[src/rtl/xalu_nibble_seq_if.sv]
// Bundle of the request, slice and result signals shared by the nibble sequencer
// and its environment. The slave side is the sequencer.
interface xalu_nibble_seq_if #(
  parameter int NIBBLES = 4
);
  localparam int W = 4 * NIBBLES;

  // request handshake
  logic         in_valid;
  logic         in_ready;
  logic [W-1:0] in_a;
  logic [W-1:0] in_b;
  logic [2:0]   in_func;
  logic         in_com;
  logic         in_cin;

  // 4-bit slice, driven side
  logic [3:0]   alu_a;
  logic [3:0]   alu_b;
  logic [2:0]   alu_f;
  logic         alu_com;
  logic         alu_ci_right;
  logic         alu_ci_left;

  // 4-bit slice, returned side
  logic [3:0]   alu_d;
  logic         alu_co_left;
  logic         alu_co_right;
  logic         alu_equ;

  // result handshake
  logic         out_valid;
  logic         out_ready;
  logic [W-1:0] out_res;
  logic         out_cout;
  logic         out_zero;
  logic         out_negzero;
  logic         out_equ;

  modport slave (
    input  in_valid, in_a, in_b, in_func, in_com, in_cin,
    output in_ready,
    output alu_a, alu_b, alu_f, alu_com, alu_ci_right, alu_ci_left,
    input  alu_d, alu_co_left, alu_co_right, alu_equ,
    output out_valid, out_res, out_cout, out_zero, out_negzero, out_equ,
    input  out_ready
  );

  modport master (
    output in_valid, in_a, in_b, in_func, in_com, in_cin,
    input  in_ready,
    input  alu_a, alu_b, alu_f, alu_com, alu_ci_right, alu_ci_left,
    output alu_d, alu_co_left, alu_co_right, alu_equ,
    input  out_valid, out_res, out_cout, out_zero, out_negzero, out_equ,
    output out_ready
  );
endinterface

[src/rtl/xalu_nibble_seq.sv]
// Nibble-serial word sequencer in front of a combinational 4-bit ALU slice:
// walks one word op through the slice a nibble per cycle and returns word result + flags.
module xalu_nibble_seq #(
  parameter int NIBBLES = 4
) (
  input  logic              clk,
  input  logic              rst,
  xalu_nibble_seq_if.slave  bus
);
  localparam int         W     = 4 * NIBBLES;
  localparam int         CW    = (NIBBLES > 1) ? $clog2(NIBBLES) : 1;
  localparam logic [2:0] F_SHR = 3'd6;

  typedef enum logic [1:0] {S_IDLE, S_RUN, S_DONE} state_t;

  state_t        r_state, w_state_nxt;
  logic [W-1:0]  r_a, r_b, r_res, w_res_nxt;
  logic [2:0]    r_func;
  logic          r_com, r_cin, r_carry, r_equ, r_zero, r_negz;
  logic [CW-1:0] r_cnt, w_idx;
  logic          w_shr, w_first, w_last, w_ci;
  logic [NIBBLES-1:0] w_sel;
  logic [3:0]    w_nib_a, w_nib_b;

  assign w_shr   = (r_func == F_SHR);
  assign w_first = (r_cnt == '0);
  assign w_last  = (r_cnt == CW'(NIBBLES - 1));
  // SHR walks MSB-first so the shift-in enters at the top nibble
  assign w_idx   = w_shr ? (CW'(NIBBLES - 1) - r_cnt) : r_cnt;
  assign w_ci    = w_first ? r_cin : r_carry;

  for (genvar g = 0; g < NIBBLES; g++) begin : g_nib
    assign w_sel[g]             = (w_idx == CW'(g));
    assign w_res_nxt[4*g +: 4]  = w_sel[g] ? bus.alu_d : r_res[4*g +: 4];
  end

  always_comb begin
    w_nib_a = '0;
    w_nib_b = '0;
    for (int i = 0; i < NIBBLES; i++) begin
      if (w_sel[i]) begin
        w_nib_a = r_a[4*i +: 4];
        w_nib_b = r_b[4*i +: 4];
      end
    end
  end

  always_ff @(posedge clk) begin
    if (rst) r_state <= S_IDLE;
    else     r_state <= w_state_nxt;
  end

  always_comb begin
    w_state_nxt      = r_state;
    bus.in_ready     = 1'b0;
    bus.out_valid    = 1'b0;
    bus.alu_a        = '0;
    bus.alu_b        = '0;
    bus.alu_f        = '0;
    bus.alu_com      = 1'b0;
    bus.alu_ci_right = 1'b0;
    bus.alu_ci_left  = 1'b0;
    unique case (r_state)
      S_IDLE: begin
        bus.in_ready = 1'b1;
        if (bus.in_valid) w_state_nxt = S_RUN;
      end
      S_RUN: begin
        bus.alu_a   = w_nib_a;
        bus.alu_b   = w_nib_b;
        bus.alu_f   = r_func;
        bus.alu_com = r_com;
        if (w_shr) bus.alu_ci_left  = w_ci;
        else       bus.alu_ci_right = w_ci;
        if (w_last) w_state_nxt = S_DONE;
      end
      S_DONE: begin
        bus.out_valid = 1'b1;
        if (bus.out_ready) w_state_nxt = S_IDLE;
      end
      default: w_state_nxt = S_IDLE;
    endcase
  end

  always_ff @(posedge clk) begin
    if (rst) begin
      r_a     <= '0;
      r_b     <= '0;
      r_func  <= '0;
      r_com   <= 1'b0;
      r_cin   <= 1'b0;
      r_res   <= '0;
      r_cnt   <= '0;
      r_carry <= 1'b0;
      r_equ   <= 1'b0;
      r_zero  <= 1'b0;
      r_negz  <= 1'b0;
    end else begin
      unique case (r_state)
        S_IDLE: begin
          if (bus.in_valid) begin
            r_a    <= bus.in_a;
            r_b    <= bus.in_b;
            r_func <= bus.in_func;
            r_com  <= bus.in_com;
            r_cin  <= bus.in_cin;
            r_res  <= '0;
            r_cnt  <= '0;
            r_equ  <= 1'b1;
          end
        end
        S_RUN: begin
          r_res   <= w_res_nxt;
          r_equ   <= r_equ & bus.alu_equ;
          r_carry <= w_shr ? bus.alu_co_right : bus.alu_co_left;
          r_cnt   <= r_cnt + CW'(1);
          // flags latch from the completed word, so they stay valid through IDLE
          if (w_last) begin
            r_zero <= (w_res_nxt == '0);
            r_negz <= &w_res_nxt;
          end
        end
        default: ;
      endcase
    end
  end

  assign bus.out_res     = r_res;
  assign bus.out_cout    = r_carry;
  assign bus.out_zero    = r_zero;
  assign bus.out_negzero = r_negz;
  assign bus.out_equ     = r_equ;
endmodule

[src/flat_wrapper.sv]
// flat-port wrapper written by rule: the top's interface ports become plain ports
module xalu_nibble_seq_flat 
#(
  parameter int NIBBLES = 4
)
  (clk, rst, bus_in_valid, bus_in_a, bus_in_b, bus_in_func, bus_in_com, bus_in_cin, bus_in_ready, bus_alu_a, bus_alu_b, bus_alu_f, bus_alu_com, bus_alu_ci_right, bus_alu_ci_left, bus_alu_d, bus_alu_co_left, bus_alu_co_right, bus_alu_equ, bus_out_valid, bus_out_res, bus_out_cout, bus_out_zero, bus_out_negzero, bus_out_equ, bus_out_ready);
  xalu_nibble_seq_if #(.NIBBLES(NIBBLES)) bus_i ();
  input  logic clk;
  input  logic rst;
  input wire logic [$bits(bus_i.in_valid)-1:0] bus_in_valid;
  input wire logic [$bits(bus_i.in_a)-1:0] bus_in_a;
  input wire logic [$bits(bus_i.in_b)-1:0] bus_in_b;
  input wire logic [$bits(bus_i.in_func)-1:0] bus_in_func;
  input wire logic [$bits(bus_i.in_com)-1:0] bus_in_com;
  input wire logic [$bits(bus_i.in_cin)-1:0] bus_in_cin;
  output wire logic [$bits(bus_i.in_ready)-1:0] bus_in_ready;
  output wire logic [$bits(bus_i.alu_a)-1:0] bus_alu_a;
  output wire logic [$bits(bus_i.alu_b)-1:0] bus_alu_b;
  output wire logic [$bits(bus_i.alu_f)-1:0] bus_alu_f;
  output wire logic [$bits(bus_i.alu_com)-1:0] bus_alu_com;
  output wire logic [$bits(bus_i.alu_ci_right)-1:0] bus_alu_ci_right;
  output wire logic [$bits(bus_i.alu_ci_left)-1:0] bus_alu_ci_left;
  input wire logic [$bits(bus_i.alu_d)-1:0] bus_alu_d;
  input wire logic [$bits(bus_i.alu_co_left)-1:0] bus_alu_co_left;
  input wire logic [$bits(bus_i.alu_co_right)-1:0] bus_alu_co_right;
  input wire logic [$bits(bus_i.alu_equ)-1:0] bus_alu_equ;
  output wire logic [$bits(bus_i.out_valid)-1:0] bus_out_valid;
  output wire logic [$bits(bus_i.out_res)-1:0] bus_out_res;
  output wire logic [$bits(bus_i.out_cout)-1:0] bus_out_cout;
  output wire logic [$bits(bus_i.out_zero)-1:0] bus_out_zero;
  output wire logic [$bits(bus_i.out_negzero)-1:0] bus_out_negzero;
  output wire logic [$bits(bus_i.out_equ)-1:0] bus_out_equ;
  input wire logic [$bits(bus_i.out_ready)-1:0] bus_out_ready;
  assign bus_i.in_valid = bus_in_valid;
  assign bus_i.in_a = bus_in_a;
  assign bus_i.in_b = bus_in_b;
  assign bus_i.in_func = bus_in_func;
  assign bus_i.in_com = bus_in_com;
  assign bus_i.in_cin = bus_in_cin;
  assign bus_in_ready = bus_i.in_ready;
  assign bus_alu_a = bus_i.alu_a;
  assign bus_alu_b = bus_i.alu_b;
  assign bus_alu_f = bus_i.alu_f;
  assign bus_alu_com = bus_i.alu_com;
  assign bus_alu_ci_right = bus_i.alu_ci_right;
  assign bus_alu_ci_left = bus_i.alu_ci_left;
  assign bus_i.alu_d = bus_alu_d;
  assign bus_i.alu_co_left = bus_alu_co_left;
  assign bus_i.alu_co_right = bus_alu_co_right;
  assign bus_i.alu_equ = bus_alu_equ;
  assign bus_out_valid = bus_i.out_valid;
  assign bus_out_res = bus_i.out_res;
  assign bus_out_cout = bus_i.out_cout;
  assign bus_out_zero = bus_i.out_zero;
  assign bus_out_negzero = bus_i.out_negzero;
  assign bus_out_equ = bus_i.out_equ;
  assign bus_i.out_ready = bus_out_ready;
  xalu_nibble_seq #(.NIBBLES(NIBBLES)) u_core (.clk(clk), .rst(rst), .bus(bus_i));
endmodule
[config.mk]
export PLATFORM = sky130hd
export DESIGN_NAME = xalu_nibble_seq_flat
export DESIGN_NICKNAME = d
export VERILOG_FILES = /design/src/rtl/xalu_nibble_seq_if.sv /design/src/rtl/xalu_nibble_seq.sv /design/src/flat_wrapper.sv
export SDC_FILE = /design/constraint.sdc
export NUM_CORES = 1
export LEC_CHECK = 0
export BUFFER_PORTS_ARGS = -buffer_cell sky130_fd_sc_hd__buf_4
export CAP_MARGIN = 40
export CORE_UTILIZATION = 48
export DETAILED_ROUTE_END_ITERATION = 12
export PLACE_DENSITY_LB_ADDON = 0.2
export SLEW_MARGIN = 20
export SYNTH_ARGS = -nofsm -noshare
export SYNTH_HDL_FRONTEND = slang
export SYNTH_SLANG_ARGS = --single-unit
[constraint.sdc]
create_clock -name clk -period 1.89 [get_ports clk]
set_clock_uncertainty 0.1 [all_clocks]
set_input_delay 0.189 -clock clk [delete_from_list [all_inputs] [get_ports clk]]
set_output_delay 0.189 -clock clk [all_outputs]
set_load 0.02 [all_outputs]
==> results of run 1 <==
## metrics by stage
step                setup TNS [ns]  setup WS, ns  area [µm²]  instances  hold WS [ns]
floorplan                        0        0.0229        3330        462         0.225
global placement             -2.43        -0.260        4280        637         0.334
detailed placement           -2.92        -0.287        4280        637         0.346
CTS                          -2.40        -0.256        5090        695       0.00232
global route                 -3.65        -0.361        5170        701        0.0339
finish                       -2.77        -0.279        5170        701       0.00641
## Yosys cell counts, types with 3 or more instances
library cell,n,area [µm²]
a21oi_1,50,250
a221oi_1,3,26.3
a22oi_1,14,105
a32oi_1,3,26.3
and2_1,5,31.3
and3_1,5,31.3
buf_1,5,18.8
buf_2,9,45.0
clkbuf_1,20,75.1
dfxtp_1,61,1220
inv_1,3,11.3
nand2_1,135,507
nand2b_1,5,31.3
nand3_1,5,25.0
nor2_1,46,173
nor2b_1,3,18.8
nor3_1,6,30.0
o21ai_0,12,60.1
o221ai_1,11,96.3
o22ai_1,12,75.1
o32ai_1,3,26.3
or2_2,3,18.8
or3_1,3,18.8
## routing by layer
metal  GRT usage [%]  up-vias
li1                -     1930
met1            40.8     1987
met2            56.6      195
met3            7.88       40
met4            13.1        0
met5               0        -
## layout make-up
| class | instances | share of cell area, % |
|---|---|---|
| Multi-Input combinational cell | 361 | 40.6 |
| Sequential cell | 61 | 23.8 |
| Clock inverter | 6 | 1.35 |
| Tap cell | 77 | 1.86 |
| Inverter | 4 | 0.387 |
| Clock buffer | 10 | 2.66 |
| Timing Repair Buffer | 182 | 29.4 |
## flip-flops by register name, indices dropped and copies added (netlist names), 2 cells and up
register,count
u_core.bus.out_res,16
u_core.r_a,16
u_core.r_b,16
u_core.r_cnt,2
u_core.r_func,3
u_core.r_state,2
## timing repair
| action | 4_1_cts | 5_1_grt |
|---|---|---|
| gates resized for setup | 48 | 8 |
| hold buffers | 33 | 1 |
| buffers inserted | 10 | 5 |
| pin swaps | 23 | 9 |
| setup endpoints to repair | 23 | 25 |
| endpoints found under the hold margin | 33 | 1 |
## report_power, final
| part | switching [mW] | internal (mW) |
|---|---|---|
| sequential | 0.0597 | 1.35 |
| combinational | 0.431 | 0.388 |
| clock | 0.592 | 0.653 |
## kinds of logic (layout without fill, tap and decap cells)
group / count (synthesis) / in the layout
fa+ha+maj: 2 / 2
buf+inv: 40 / 202
compound gates: 129 / 129
xor+xnor: 1 / 1
flops: 61 / 61
mux: 4 / 4
simple gates: 225 / 225
## worst max path at each step
stage | cells past startpoint | slack [ns] | to
6_report | 7 | -0.28 | bus_alu_a[0]
3_3_place_gp | 6 | -0.26 | bus_alu_a[1]
2_1_floorplan | 7 | 0.02 | u_core.bus.out_negzero$_SDFFE_PP0P_
4_1_cts | 7 | -0.26 | bus_alu_a[3]
3_5_place_dp | 6 | -0.29 | bus_alu_b[3]
5_1_grt | 7 | -0.36 | bus_alu_a[3]
## worst max-delay path: stages, from the launching register on
cell and delay (ns):
dfxtp_2 0.34, buf_6 0.11, and4b_2 0.26, a22oi_2 0.28
buf_6 0.19, o221ai_2 0.11, nor2_2 0.11, buf_6 0.13
==> impl_metrics.yaml, run 1 <==
route:
  highest_layer: "met4"
  wl_met2_um: 5970
  wire_per_inst_um: 17.3
  initialDrtViolationCount: 368
  drt-met1-wl_um: 5000
  final_antenna_net_count: 0
  wl_met3_um: 815
  wirelength_um: 12100
  first_pass_iters: 5
  drc: 0
  avgViaCountPerCell: 5.92
  vias: 4152
critical_path:
  crit_type: "flop to output pin"
  r2r-end: "u_core.bus.out_negzero$_SDFFE_PP0P_"
  cp-start-kind: "flop"
  cp-startpoint: "u_core.r_func[2]$_SDFFE_PP0P_"
  cp-end-kind: "output pin"
  critPathRequiredTime_ns: 1.60
  path_max_fanout: 6
  r2r_cells: 8
  reg2reg_slack_ns: -0.17
  worstPathArrival_ns: 1.88
  rr_startpoint: "u_core.r_func[2]$_SDFFE_PP0P_"
final_layout:
  drive_gt1_share_pct: 34.9
  fillers: 439
  final_cell_mix: "nand2_1, buf_4, dfxtp_1"
  num_antenna_cells: 0
  fin_util_pct: 79.6
  syn_to_final_growth_pct: 56.4
  ff_latch_area_mm2: 0.00123
  layout_commonest_cell: "nand2_1"
  fin_nets: 669
  multiInputGateArea_mm2: 0.00210
logic_synthesis:
  ys_warn_count: 0
  synthSimpleGateAreaFrac_pct: 29.0
  synthXorXnorAreaFrac_pct: 0.265
  syn_area_mm2: 0.00331
  yosysUniqueCellTypes: 56
  synth_compound_area_share_pct: 26.1
  synth_seq_cells: 61
  yosysSeqAreaShare_pct: 36.9
  synth_fp_nets: 512
  synth_area_per_cell_um2: 7.16
  synthFlopType: "dfxtp_1"
  synth-edff-count: 0
  synth_top_family_by_area: "simple AND/OR/NAND/NOR gates"
  async_flop_share_pct: 0
  synth_fa_ha_area_share_pct: 0.757
  netlist_instances: 462
  synth_mux_area_share_pct: 1.55
place:
  gp_congestion: 0.875
  dp_hpwl_um: 7090
  io_buffers: 83
floorplanning:
  ios: 84
  start_util_pct: 50.9
  rows: 29
  die_w_um: 85
  die_h_um: 85
  dieArea_mm2: 0.00723
  core_mm2: 0.00649
cts:
  cts_max_path_buffers: 2
  cts.sink_count: 61
  numCtsBuffers: 9
  clk_latency_ns: 0.35
  cts_tree: "built"
  cts.reportedPaths.clkPinSlew_ns: 0.07
  cts_root_buf: "clkbuf_8"
  htreeDepth: 3
power_and_ir_drop:
  power_mw: 3.47
  power.leakage_nw: 2.21
  peakVddDrop_mv: 0.740
  p_per_area_mw_per_mm2: 672
timing:
  fin_crit_ns: 2.17
  hold_viol: 0
  fin_crit_sh_pct: 115
  fmax_mhz: 461
  slew-limit-headroom_pct: 57.8
  fin_ws_ns: -0.279
  setup-violations-final: 13
  rsz0062_at_grt: "yes"
  tightest_slew_ns: 0.634
  drv_slew: 0
grt:
  grt_pass1_vias: 4089
  overflow: 0
  grt_max_degree: 61
  grt_usage_pct: 33.3
  grt_pass1_wl_um: 19200
  antenna_found_initial: 0
flow_run:
  maxCapViolCount: 0
run_status:
  violations: "setup timing"
  outcome: "complete, but fails checks"
min_path:
  hold_path_depth: 3
  hold_end: "u_core.r_a[12]$_SDFFE_PP0P_"
  min-delay-start: "bus_in_a[12]"
  holdCritPathClass: "input pin to flop"
No activity file was read; power rests on OpenSTA's default activity.
==> run 2: changes to the inputs <==
--- a/config.mk
+++ b/config.mk
@@ -7,6 +7,7 @@
 export LEC_CHECK = 0
 export BUFFER_PORTS_ARGS = -buffer_cell sky130_fd_sc_hd__buf_4
 export CAP_MARGIN = 40
+export CORE_MARGIN = 2
 export CORE_UTILIZATION = 48
 export DETAILED_ROUTE_END_ITERATION = 12
 export PLACE_DENSITY_LB_ADDON = 0.2
==> impl_metrics.yaml, run 2 (synthesis results as in run 1) <==
place:
  pre_cts_slack_ns: -0.215
  gp_congestion: 0.908
  io_buffers: 83
  dp_hpwl_um: 6950
route:
  initialDrtViolationCount: 268
  first_pass_iters: 7
  wire_per_inst_um: 16.6
  drc: 0
  wirelength_um: 11500
  final_antenna_net_count: 0
  avgViaCountPerCell: 5.80
  vias: 4013
power_and_ir_drop:
  power_mw: 3.56
  peakVddDrop_mv: 0.533
  p_per_area_mw_per_mm2: 681
  power.leakage_nw: 2.18
min_path:
  holdCritPathClass: "input pin to flop"
  hold_path_depth: 3
  min-delay-start: "bus_in_b[11]"
  hold_end: "u_core.r_b[11]$_SDFFE_PP0P_"
timing:
  whs_ns: -0.00714
  drv_slew: 0
  fin_crit_ns: 2.12
  slew-limit-headroom_pct: 71.1
  hold_viol: 1
  rsz0062_at_grt: "yes"
  fin_ws_ns: -0.230
  fmax_mhz: 472
  setup-violations-final: 13
  tightest_slew_ns: 0.433
  fin_crit_sh_pct: 112
critical_path:
  path_max_fanout: 7
  crit_type: "flop to output pin"
  worstPathArrival_ns: 1.83
  r2r-end: "u_core.bus.out_negzero$_SDFFE_PP0P_"
  critPathBufInv: 3
  cp-end-kind: "output pin"
  path_depth: 7
  cpMostUsedCell: "buf_6"
  cp_cell_sequence: "buf_6, and4b_2, a22oi_2, buf_6, o221ai_2, nor2_2, buf_6"
  cp-startpoint: "u_core.r_func[0]$_SDFFE_PP0P_"
  crit_path_max_incr_delay_ns: 0.35
  critical_path.top_delay_family: "buffers and inverters"
  reg2reg_slack_ns: -0.14
  r2r_cells: 8
  critPathRequiredTime_ns: 1.60
  cp-start-kind: "flop"
  cp_slowest_cell: "dfxtp_2"
  rr_startpoint: "u_core.r_func[0]$_SDFFE_PP0P_"
final_layout:
  layout_commonest_cell: "nand2_1"
  num_antenna_cells: 0
  ff_latch_area_mm2: 0.00123
  drive_gt1_share_pct: 34.8
  final_cell_mix: "nand2_1, buf_4, dfxtp_1"
  multiInputGateArea_mm2: 0.00218
  fillers: 489
  fin_nets: 657
  syn_to_final_growth_pct: 58.3
floorplanning:
  die_h_um: 87
  start_util_pct: 49.2
  ios: 84
  rows: 30
  die_w_um: 87
  dieArea_mm2: 0.00757
  core_mm2: 0.00672
grt:
  grt_usage_pct: 30.4
  grt_pass1_wl_um: 18200
  grt_pass1_vias: 3907
  grt_max_degree: 41
  antenna_found_initial: 0
  overflow: 0
cts:
  clk_latency_ns: 0.35
  cts_root_buf: "clkbuf_8"
  htreeDepth: 3
  numCtsBuffers: 9
  cts_tree: "built"
  cts.sink_count: 61
  cts.reportedPaths.clkPinSlew_ns: 0.07
  cts_max_path_buffers: 2
run_status:
  violations: "hold timing, setup timing"
  outcome: "complete, but fails checks"
flow_run:
  maxCapViolCount: 0
[run 2: cell types whose count changed in the layout (fill, tap and decap cells not counted), sizes merged]
cell | before | now
bufinv | 1 | 2
clkinv | 1 | 4
clkbuf | 10 | 9
dlygate4sd3 | 34 | 35
buf | 148 | 134
a21oi | 51 | 52
clkinvlp | 4 | 1
[run 2: how the worst max path moves through the flow]
stage                                          end  slack (ns)
2_1_floorplan  u_core.bus.out_negzero$_SDFFE_PP0P_        0.02
3_3_place_gp                          bus_alu_b[3]       -0.16
3_5_place_dp                          bus_alu_b[2]       -0.21
4_1_cts                               bus_alu_a[0]       -0.21
5_1_grt                               bus_alu_b[2]       -0.29
6_report                              bus_alu_a[0]       -0.23
[run 2: routing by layer]
metal / wire length (µm) / vias to the layer above / part of all wire (%) / global-route usage, %
met4: 340 / 0 / 3.0 / 13.6
met1: 4610 / 1893 / 40 / 34.5
li1: - / 1909 / - / -
met3: 680 / 35 / 5.9 / 5.88
met5: 0 / - / 0 / 0
met2: 5870 / 176 / 51 / 54.8
[run 2: power by group]
group          internal, mW  switching, mW  leakage, nW  total (mW)
Sequential             1.35         0.0622        0.501        1.41
Clock                 0.748          0.579        0.110        1.33
Combinational         0.394          0.429         1.57       0.823
[run 2: through the flow]
stage | instance area (µm²) | instances | TNS [ns] | util, %
floorplan | 3330 | 462 | 0 | -
global placement | 4220 | 629 | -1.69 | 62.8
detailed placement | 4220 | 629 | -2.31 | 62.8
CTS | 5080 | 690 | -2.15 | 75.6
global route | 5230 | 692 | -3.45 | 77.9
finish | 5230 | 692 | -2.38 | 77.9
[run 2: cell type report]
class                      instances  area share [%]
clock inverter                     7            1.89
timing repair buffer             169            28.3
inverter                           4           0.359
multi-input combinational        362            41.6
clock buffer                       9            2.37
sequential                        61            23.5
tap                               80            1.91
[run 2: what timing repair did]
item	4_1_cts	5_1_grt
hold buffers	35	0
endpoints found under the hold margin	35	0
gates cloned	1	0
gates resized for setup	50	32
buffers inserted	9	2
setup endpoints to repair	20	23
pin swaps	20	15
[run 2: worst reg2reg max path, cell delays in order (launching register included)]
cell and delay, ns:
dfxtp_2 0.34, nand3b_1 0.28, buf_6 0.21, buf_8 0.13
or3_1 0.31, nand4_1 0.13, nand3b_1 0.19, a2111oi_4 0.05
a22o_1 0.20
